==> src/rtl/imem_pkg.sv <==
// ---------------------------------------------------------------------------
// imem_pkg
// Shared definitions for the instruction-memory responder:
//   ADDR_W / INSTR_W  - byte-address and instruction widths
//   NOP_INSTR         - word returned for faulting fetches
//   resp_t            - one response record (instr, addr, err)
//   word_in_range()   - checks a word index against the array depth
// ---------------------------------------------------------------------------
package imem_pkg;

   localparam int ADDR_W  = 16;
   localparam int INSTR_W = 16;

   localparam logic [INSTR_W-1:0] NOP_INSTR = 16'h0000;

   typedef struct packed {
      logic [INSTR_W-1:0] instr;
      logic [ADDR_W-1:0]  addr;
      logic               err;
   } resp_t;

   // Word index is the byte address without bit 0; zero-extend to 32 bits so
   // the comparison against the integer depth has matching widths.
   function automatic logic word_in_range(input logic [ADDR_W-2:0] idx,
                                          input int unsigned       depth);
      return ({{(32 - (ADDR_W - 1)){1'b0}}, idx} < depth);
   endfunction

endpackage

==> src/rtl/resp_fifo.sv <==
// ---------------------------------------------------------------------------
// resp_fifo
// Synchronous response buffer. Entries are kept in a shift register so the
// head record is driven straight from flops (registered outputs).
// Ports:
//   clk, rst     - clock, synchronous active-high reset
//   clr          - discard every stored entry at this edge
//   push, push_data - write one record (ignored when full)
//   pop          - remove the head record (ignored when empty)
//   head         - oldest record
//   valid        - buffer holds at least one record
//   count        - number of stored records
// ---------------------------------------------------------------------------
module resp_fifo
   import imem_pkg::*;
#(
   parameter int unsigned DEPTH = 4,
   parameter int unsigned CNT_W = $clog2(DEPTH + 1)
) (
   input  logic             clk,
   input  logic             rst,
   input  logic             clr,
   input  logic             push,
   input  resp_t            push_data,
   input  logic             pop,
   output resp_t            head,
   output logic             valid,
   output logic [CNT_W-1:0] count
);

   resp_t            entries_q [DEPTH];
   resp_t            entries_d [DEPTH];
   logic [CNT_W-1:0] count_q;
   logic [CNT_W-1:0] count_d;
   logic [CNT_W-1:0] base_s;
   logic             do_pop_s;

   // Next-state: clear wins; otherwise shift out on pop, then append the push
   // behind whatever remains so a simultaneous pop and push keeps the count.
   always_comb begin
      entries_d = entries_q;
      count_d   = count_q;
      base_s    = count_q;
      do_pop_s  = pop & (count_q != {CNT_W{1'b0}});

      if (clr) begin
         count_d = {CNT_W{1'b0}};
      end else begin
         if (do_pop_s) begin
            for (int i = 0; i < int'(DEPTH) - 1; i++) begin
               entries_d[i] = entries_q[i + 1];
            end
            base_s = count_q - CNT_W'(1);
         end else begin
            base_s = count_q;
         end

         if (push && (base_s < CNT_W'(DEPTH))) begin
            for (int i = 0; i < int'(DEPTH); i++) begin
               if (CNT_W'(i) == base_s) begin
                  entries_d[i] = push_data;
               end else begin
                  entries_d[i] = entries_d[i];
               end
            end
            count_d = base_s + CNT_W'(1);
         end else begin
            count_d = base_s;
         end
      end
   end

   // Occupancy register; reset empties the buffer.
   always_ff @(posedge clk) begin
      if (rst) begin
         count_q <= {CNT_W{1'b0}};
      end else begin
         count_q <= count_d;
      end
   end

   // Payload storage; contents beyond count_q are don't-care, so no reset.
   always_ff @(posedge clk) begin
      entries_q <= entries_d;
   end

   assign head  = entries_q[0];
   assign valid = (count_q != {CNT_W{1'b0}});
   assign count = count_q;

endmodule

==> src/rtl/imem_responder.sv <==
// ---------------------------------------------------------------------------
// imem_responder
// Instruction memory with a fetch request/response interface.
//   Stage 1: accepted request reads the word array into a register.
//   Stage 2: the registered result is written into resp_fifo, whose head is
//            presented on the response port.
// A program-load port writes the array with no backpressure. flush drops all
// in-flight work but keeps a request accepted in the same cycle (branch
// target). Reset clears pipeline/FIFO state, never the array.
// Ports:
//   clk, rst                               - clock, sync active-high reset
//   req_valid/req_ready/req_addr           - fetch request (byte address)
//   flush                                  - discard outstanding work
//   rsp_valid/rsp_ready/rsp_instr/rsp_addr/rsp_err - fetch response
//   load_en/load_addr/load_data            - program-load write port
// ---------------------------------------------------------------------------
module imem_responder
   import imem_pkg::*;
#(
   parameter int unsigned DEPTH_WORDS = 256,
   parameter int unsigned FIFO_DEPTH  = 4
) (
   input  logic        clk,
   input  logic        rst,
   input  logic        req_valid,
   output logic        req_ready,
   input  logic [15:0] req_addr,
   input  logic        flush,
   output logic        rsp_valid,
   input  logic        rsp_ready,
   output logic [15:0] rsp_instr,
   output logic [15:0] rsp_addr,
   output logic        rsp_err,
   input  logic        load_en,
   input  logic [15:0] load_addr,
   input  logic [15:0] load_data
);

   localparam int unsigned AW = $clog2(DEPTH_WORDS);
   localparam int unsigned CW = $clog2(FIFO_DEPTH + 1);

   logic [INSTR_W-1:0] mem_q [DEPTH_WORDS];

   logic          s1_valid_q;
   logic          s1_valid_d;
   resp_t         s1_rsp_q;
   resp_t         s1_rsp_d;

   logic          accept_s;
   logic          req_err_s;
   logic          req_ready_s;
   logic [CW-1:0] outstanding_s;
   logic          push_s;
   logic          pop_s;
   logic          mem_we_s;
   logic          load_lsb_unused_s;

   resp_t         fifo_head_s;
   logic          fifo_valid_s;
   logic [CW-1:0] fifo_count_s;

   // Bit 0 of a load address carries no information for word writes.
   assign load_lsb_unused_s = load_addr[0];

   // Handshake, read-stage and write-port decode. req_ready depends only on
   // flops, so a requester may use it combinationally without a loop.
   always_comb begin
      outstanding_s = fifo_count_s + CW'(s1_valid_q);
      req_ready_s   = (outstanding_s < CW'(FIFO_DEPTH));
      accept_s      = req_valid & req_ready_s & ~rst;
      req_err_s     = req_addr[0] | ~word_in_range(req_addr[ADDR_W-1:1], DEPTH_WORDS);

      // A single stage: whatever sat in stage 1 moves on (or is flushed),
      // so the stage is occupied next cycle exactly when a request lands now.
      s1_valid_d = accept_s;
      if (accept_s) begin
         s1_rsp_d.addr = req_addr;
         s1_rsp_d.err  = req_err_s;
         if (req_err_s) begin
            s1_rsp_d.instr = NOP_INSTR;
         end else begin
            // Array read before this edge's load write: same-word collision
            // returns the old word.
            s1_rsp_d.instr = mem_q[req_addr[AW:1]];
         end
      end else begin
         s1_rsp_d = s1_rsp_q;
      end

      push_s   = s1_valid_q & ~flush;
      pop_s    = fifo_valid_s & rsp_ready;
      mem_we_s = load_en & ~rst & word_in_range(load_addr[ADDR_W-1:1], DEPTH_WORDS);
   end

   // Stage-1 valid: reset dominates; flush is absorbed because s1_valid_d
   // only reflects this cycle's acceptance.
   always_ff @(posedge clk) begin
      if (rst) begin
         s1_valid_q <= 1'b0;
      end else begin
         s1_valid_q <= s1_valid_d;
      end
   end

   // Stage-1 payload; meaningful only while s1_valid_q is set.
   always_ff @(posedge clk) begin
      s1_rsp_q <= s1_rsp_d;
   end

   // Instruction array write port; contents survive reset.
   always_ff @(posedge clk) begin
      if (mem_we_s) begin
         mem_q[load_addr[AW:1]] <= load_data;
      end
   end

   resp_fifo #(
      .DEPTH (FIFO_DEPTH),
      .CNT_W (CW)
   ) u_resp_fifo (
      .clk       (clk),
      .rst       (rst),
      .clr       (flush),
      .push      (push_s),
      .push_data (s1_rsp_q),
      .pop       (pop_s),
      .head      (fifo_head_s),
      .valid     (fifo_valid_s),
      .count     (fifo_count_s)
   );

   assign req_ready = req_ready_s;
   assign rsp_valid = fifo_valid_s;
   assign rsp_instr = fifo_head_s.instr;
   assign rsp_addr  = fifo_head_s.addr;
   // Error flag is forced low whenever no response is presented.
   assign rsp_err   = fifo_head_s.err & fifo_valid_s;

endmodule
==> config.mk <==
export PLATFORM = sky130hd
export DESIGN_NAME = imem_responder
export DESIGN_NICKNAME = d
export VERILOG_FILES = /design/src/rtl/imem_pkg.sv /design/src/rtl/resp_fifo.sv /design/src/rtl/imem_responder.sv
export SDC_FILE = /design/constraint.sdc
export NUM_CORES = 2
export LEC_CHECK = 0
export CORE_MARGIN = 2
export CORE_UTILIZATION = 30
export DETAILED_ROUTE_END_ITERATION = 8
export GPL_TIMING_DRIVEN = 0
export PLACE_DENSITY = 0.47
export SLEW_MARGIN = 40
export SYNTH_ARGS = -nofsm -noshare
export SYNTH_HDL_FRONTEND = slang
export SYNTH_SLANG_ARGS = --single-unit
==> constraint.sdc <==
create_clock -name clk -period 5.6 [get_ports clk]
set_input_delay 1.12 -clock clk [delete_from_list [all_inputs] [get_ports clk]]
set_output_delay 1.12 -clock clk [all_outputs]
set_load 0.05 [all_outputs]
---- Word level (Yosys, flattened, before mapping) ----
Memories as Yosys holds them, arrays and structs flattened. A register that Yosys moved wholly into a read port is not among the register bits.
Index checks and enable logic that the tools add are counted.
storage, ports and cells
  output and inout port bits .............. 35
  register bits ........................... 153
  memories kept ........................... 1
  input bits .............................. 54
  memory bits (writable) .................. 4096
memory list
  name   words  width  rd ports  clocked after memory_dff  write ports  RTL line              text
  mem_q  256    16     1         1                         1            imem_responder.sv:42  logic [INSTR_W-1:0] mem_q [DEPTH_WORDS];
cells by class
  magnitude comparators ................... 4
  eq/ne operators ......................... 3
  multiplexer cells ....................... 11
  bitwise gates (word level) .............. 12
  add/subtract/negate cells ............... 3
  reductions and logical operators ........ 5
operators by type and width
  cell                                                          number
  two-way mux 132 bit                                           1
  two-way mux 33 bit                                            4
  two-way mux 99 bit                                            1
  less-than comparator 15 x 9 -> 1 bit (second input constant)  2
  two-way mux 3 bit                                             3
  AND 1 bit                                                     8
  equality test 2 x 3 -> 1 bit (first input constant)           2
  less-than comparator 3 bit (second input constant)            2
  adder 3 x 1 -> 3 bit                                          1
  adder 3 x 1 -> 3 bit (second input constant)                  1
  equality test 1 x 3 -> 1 bit (first input constant)           1
  logical NOT 3 bit                                             1
  inverter 1 bit                                                3
  AND reduction 3 bit                                           1
  nonzero test 3 bit                                            1
  subtractor 3 x 1 -> 3 bit (second input constant)             1
  two-way mux 1 bit                                             2
  OR reduction 2 bit                                            1
  logical AND 1 bit                                             1
  bitwise OR 1 bit                                              1

---- Longest topological paths before layout ----
  word-level depth ........................ 8
  mapped depth ............................ 14
  mapped depth without buffers ............ 11

---- By module ----
Synthesis repeated with hierarchy kept, for this count alone.
unflattened totals
  cells, all modules ...................... 7993
  area total of the unflattened synthesis .. 166737.4 µm²
by module, submodules not included
  module          area an instance (µm²)  sequential area each (µm²)  instances  cells an instance
  imem_responder  159843.3                124008.9                    1          7561
  resp_fifo       6894.1                  4023.9                      1          432

---- Least setup slack after synthesis ----
Ideal clock, no wire load.
  kind .................................... input port to flip-flop
  from .................................... input flush
  to ...................................... register u_resp_fifo.entries_q[33] in the netlist's numbering, enable pin
  required time ........................... 5148 ps
  slack ................................... 1933 ps
  arrival ................................. 3215 ps
  stages on the path ...................... 2
  cells stage by stage .................... clkbuf_1 inv_1
RTL lines
  item                  RTL line              text
  start, declared       imem_responder.sv:28  input logic flush,
  end signal, assigned  resp_fifo.sv:84       entries_q <= entries_d;
  end, declared         resp_fifo.sv:31       resp_t entries_q [DEPTH];
No word-level cell between the ends.

---- Worst setup path after layout ----
  from .................................... input req_addr[5]
  to ...................................... register s1_rsp_q[29] (netlist name)
between the ends
  longest elaborated chain between the ends .. 3
RTL lines
  item                                  RTL line              text
  start, declared                       imem_responder.sv:27  input logic [15:0] req_addr,
  less-than comparator 15 x 9 -> 1 bit  imem_pkg.sv:26        return ({{(32 - (ADDR_W - 1)){1'b0}}, idx} < depth);
  inverter 1 bit                        imem_responder.sv:71  req_err_s = req_addr[0] | ~word_in_range(req_addr[ADDR_W-1:1], DEPTH_WORDS);
  bitwise OR 1 bit                      imem_responder.sv:71
Several ways; a longest one is shown, not always the timed one.
A chain may end at the register's enable or synchronous reset.

==> summary.md <==
| Metric | Value |
|---|---|
| Clock Latency Late Sink | 1.09 ns |
| Final slew viol count | 0 |
| Clk_skew | 0.09049 ns |
| Setup slack at placement | -1.623 ns |
| Core area | 548900 µm² |
| Library cells used by synthesis | between 60 and 70 |
| Setup WS post-layout | -0.2776 ns |
| Final setup viols | 10 |
| Die X | 746.3 µm |
| Antenna Nets Post-Route | 0 |
| Seq/Total Area, Yosys | 77.45% |
| Max-cap viol count | 0 |
| Root buf cell | clkbuf_16 |
| PD cells | 344.9 nW/µm² |
| Critical-path maximum fanout | 10 |
| Die footprint | 557000 µm² |
| Site Rows | 272 |
| Global-route wire length before repair | 852.2 mm |
| Total gr overflow | 0 |
| Ports | 89 |
| DR DRC count | 0 |
| Warnings from Yosys | 0 |
| Largest net degree at the start of global routing | between 100 and 150 |
| Total chip power | 69.25 mW |
| VDD IR max | 324.0 µV |
| CTS Hold Bufs | 0 |
| Vias in the first global route | 89177 |
| Ys async rst share | 0% |
| Actual slew at the worst max-slew pin | 1.045 ns |
| Failing checks | negative setup slack |
| Starting DRC count in detailed routing | 14661 |
| Syn Inst Count | 8036 |
| Reg clk slew, reported paths | ~0.060 ns |
| Vias/cell | 5.534 |
| Inserted Clock Buffers | 445 |
| Critical Path RT | 6.36 ns |
| WL per Instance | 39.42 µm |
| #FFs+latches synth | 4265 |
| H-tree Lvls | 5 |
| Setup TNS | -1.388 ns |
| Vias | between 90000 and 100k |
| Hold Violations, Final | 0 |
| Synth Net Count | roughly 8100 |
| CTS sink count | 4265 |
| Fmax | around 170 MHz |
| HPWL Detailed | 469.3 mm |
| Die Ht | 746.3 µm |
| Post-Syn Area | 165300 µm² |
| CP Launch Type | input port |
| CP Class | input port to register |
| Layout cell share with drive strength beyond 1 | approximately 28% |
| Crit. End Element | register |
| Commonest non-fill, non-tap cells in the layout | edfxtp_1, mux4_2, mux2i_1, clkbuf_16, nor2_4 |
| Hold Path Class | input port to register |
| Post-Layout Cell Count | 16630 |
| CTS tree | yes |
| Status | finished with violations |
| Worst Hold Slack | approximately 0.37 ns |
| Total track usage | about 23% |
| PortBufs | 86 |
| Fin crit period | ~5.9 ns |
| Area Growth Syn to Fin | 21.46% |
| CP arrival | about 6.6 ns |
| Commonest non-fill, non-tap cell in the layout | edfxtp_1 |
| RSZ-0062 raised after global routing | yes |
| Initial antenna violation count | 54 |
| Post-layout nets | 9027 |
| Main synth FF type | edfxtp_1 |
| Initial Utilization | 30.11% |
| GPL Wtd Cong | 0.9863 |
| EDFF count, synth | 4261 |
| Worst relative slew slack | 30.30% |
| Final period util | 105.0% |
| Total iterations of the first detailed-routing run | 7 |
| Lkg Pwr | roughly 64 nW |
| Max Root-Sink Buffers | 4 |
| Dpl cells | 15777 |
| Synth Area per Inst | 20.57 µm² |
| WL final | 655.5 mm |
-- critical path, stage by stage --
cell	delay, ns
clkdlybuf4s50_1	0.67
buf_2	0.43
inv_2	0.57
clkbuf_2	0.53
clkbuf_2	0.64
nand2_1	0.15
a32o_1	0.35
a211oi_1	0.74
nand4_1	0.73
nor4_4	0.64
-- state kept, by name, summed over array words and instances (netlist names) --
register,flops
u_resp_fifo.head,33
mem_q,4096
s1_rsp_q,33
s1_valid_q,1
u_resp_fifo.entries_q,99
u_resp_fifo.count,3
-- cell type report --
class                   count  area [µm²]
diodes                     26       65.06
multi-input cells        3250       36860
fillers                 50104      348200
well taps                7261        9085
inverters                  11       48.80
plain buffers             509        3319
flip-flops and latches   4265      128000
repair buffers            484        9000
clock buffers             554       11550
clock inverters           270        2819
-- synth_stat cells, types with 17 or more instances --
master / number / area share [%]
nor4_1: 23 / 0.087
buf_1: 32 / 0.073
edfxtp_1: 4261 / 77
nor2_1: 344 / 0.78
o22ai_1: 159 / 0.60
mux4_2: 745 / 10
buf_6: 67 / 0.46
a21oi_1: 160 / 0.48
o221ai_1: 253 / 1.3
a22oi_1: 66 / 0.30
buf_4: 105 / 0.48
nand4_1: 21 / 0.079
o21ai_0: 235 / 0.71
nand3_1: 51 / 0.15
buf_2: 53 / 0.16
mux2i_1: 722 / 4.4
a221oi_1: 30 / 0.16
o2111ai_1: 17 / 0.090
clkbuf_1: 247 / 0.56
nand2_1: 237 / 0.54
nor3_1: 28 / 0.085
-- logic make-up after synthesis --
kind of cell	after synthesis	synth area share (%)
flops	4265	77.45
mux	1473	14.57
compound gates	995	4.062
simple gates	772	2.032
buf+inv	521	1.813
fa+ha+maj	7	0.05298
xor+xnor	3	0.01590
-- power by group --
group	internal, mW	switching, mW	total (mW)
logic	1.29	3.14	4.43
clock network	16.5	13.1	29.6
registers	35.2	0.0560	35.3
total	53.0	16.3	69.2
-- metal layers --
layer  global-route usage (%)  routed length [µm]
met1                    30.18              256300
met2                    34.97              292200
met3                    5.953               67560
met4                    11.33               38710
met5                   0.4973                 722
-- through the flow --
stage	cell area, µm²	util, %
after floorplan	165300	-
after global placement	175200	31.92
after detailed placement	186100	33.90
after CTS	200600	36.54
after global routing	200700	36.57
final	200800	36.58
-- final timing paths --
kind | end | startpoint | slack [ns] | cells past startpoint
worst max-delay path | s1_rsp_q[29]$_SDFFCE_PP0P_ | req_addr[5] | -0.28 | 10
worst min-delay path | mem_q[92][11]$_DFFE_PP_ | load_data[11] | 0.37 | 1
worst max register to register | u_resp_fifo.entries_q[98]$_DFFE_PN_ | u_resp_fifo.count[1]$_SDFF_PP0_ | 1.54 | 12
worst min register to register | u_resp_fifo.count[2]$_SDFF_PP0_ | s1_valid_q$_SDFF_PP0_ | 0.50 | 2
-- what timing repair did --
| action | CTS | global route |
|---|---|---|
| gates cloned | 0 | 0 |
| pin swaps | 6 | 4 |
| resized for setup | 30 | 6 |
| setup buffers | 2 | 0 |
| endpoints found under the hold margin | 0 | 0 |
| setup endpoints to repair | 15 | 5 |
(Power assumes the default switching activity.)
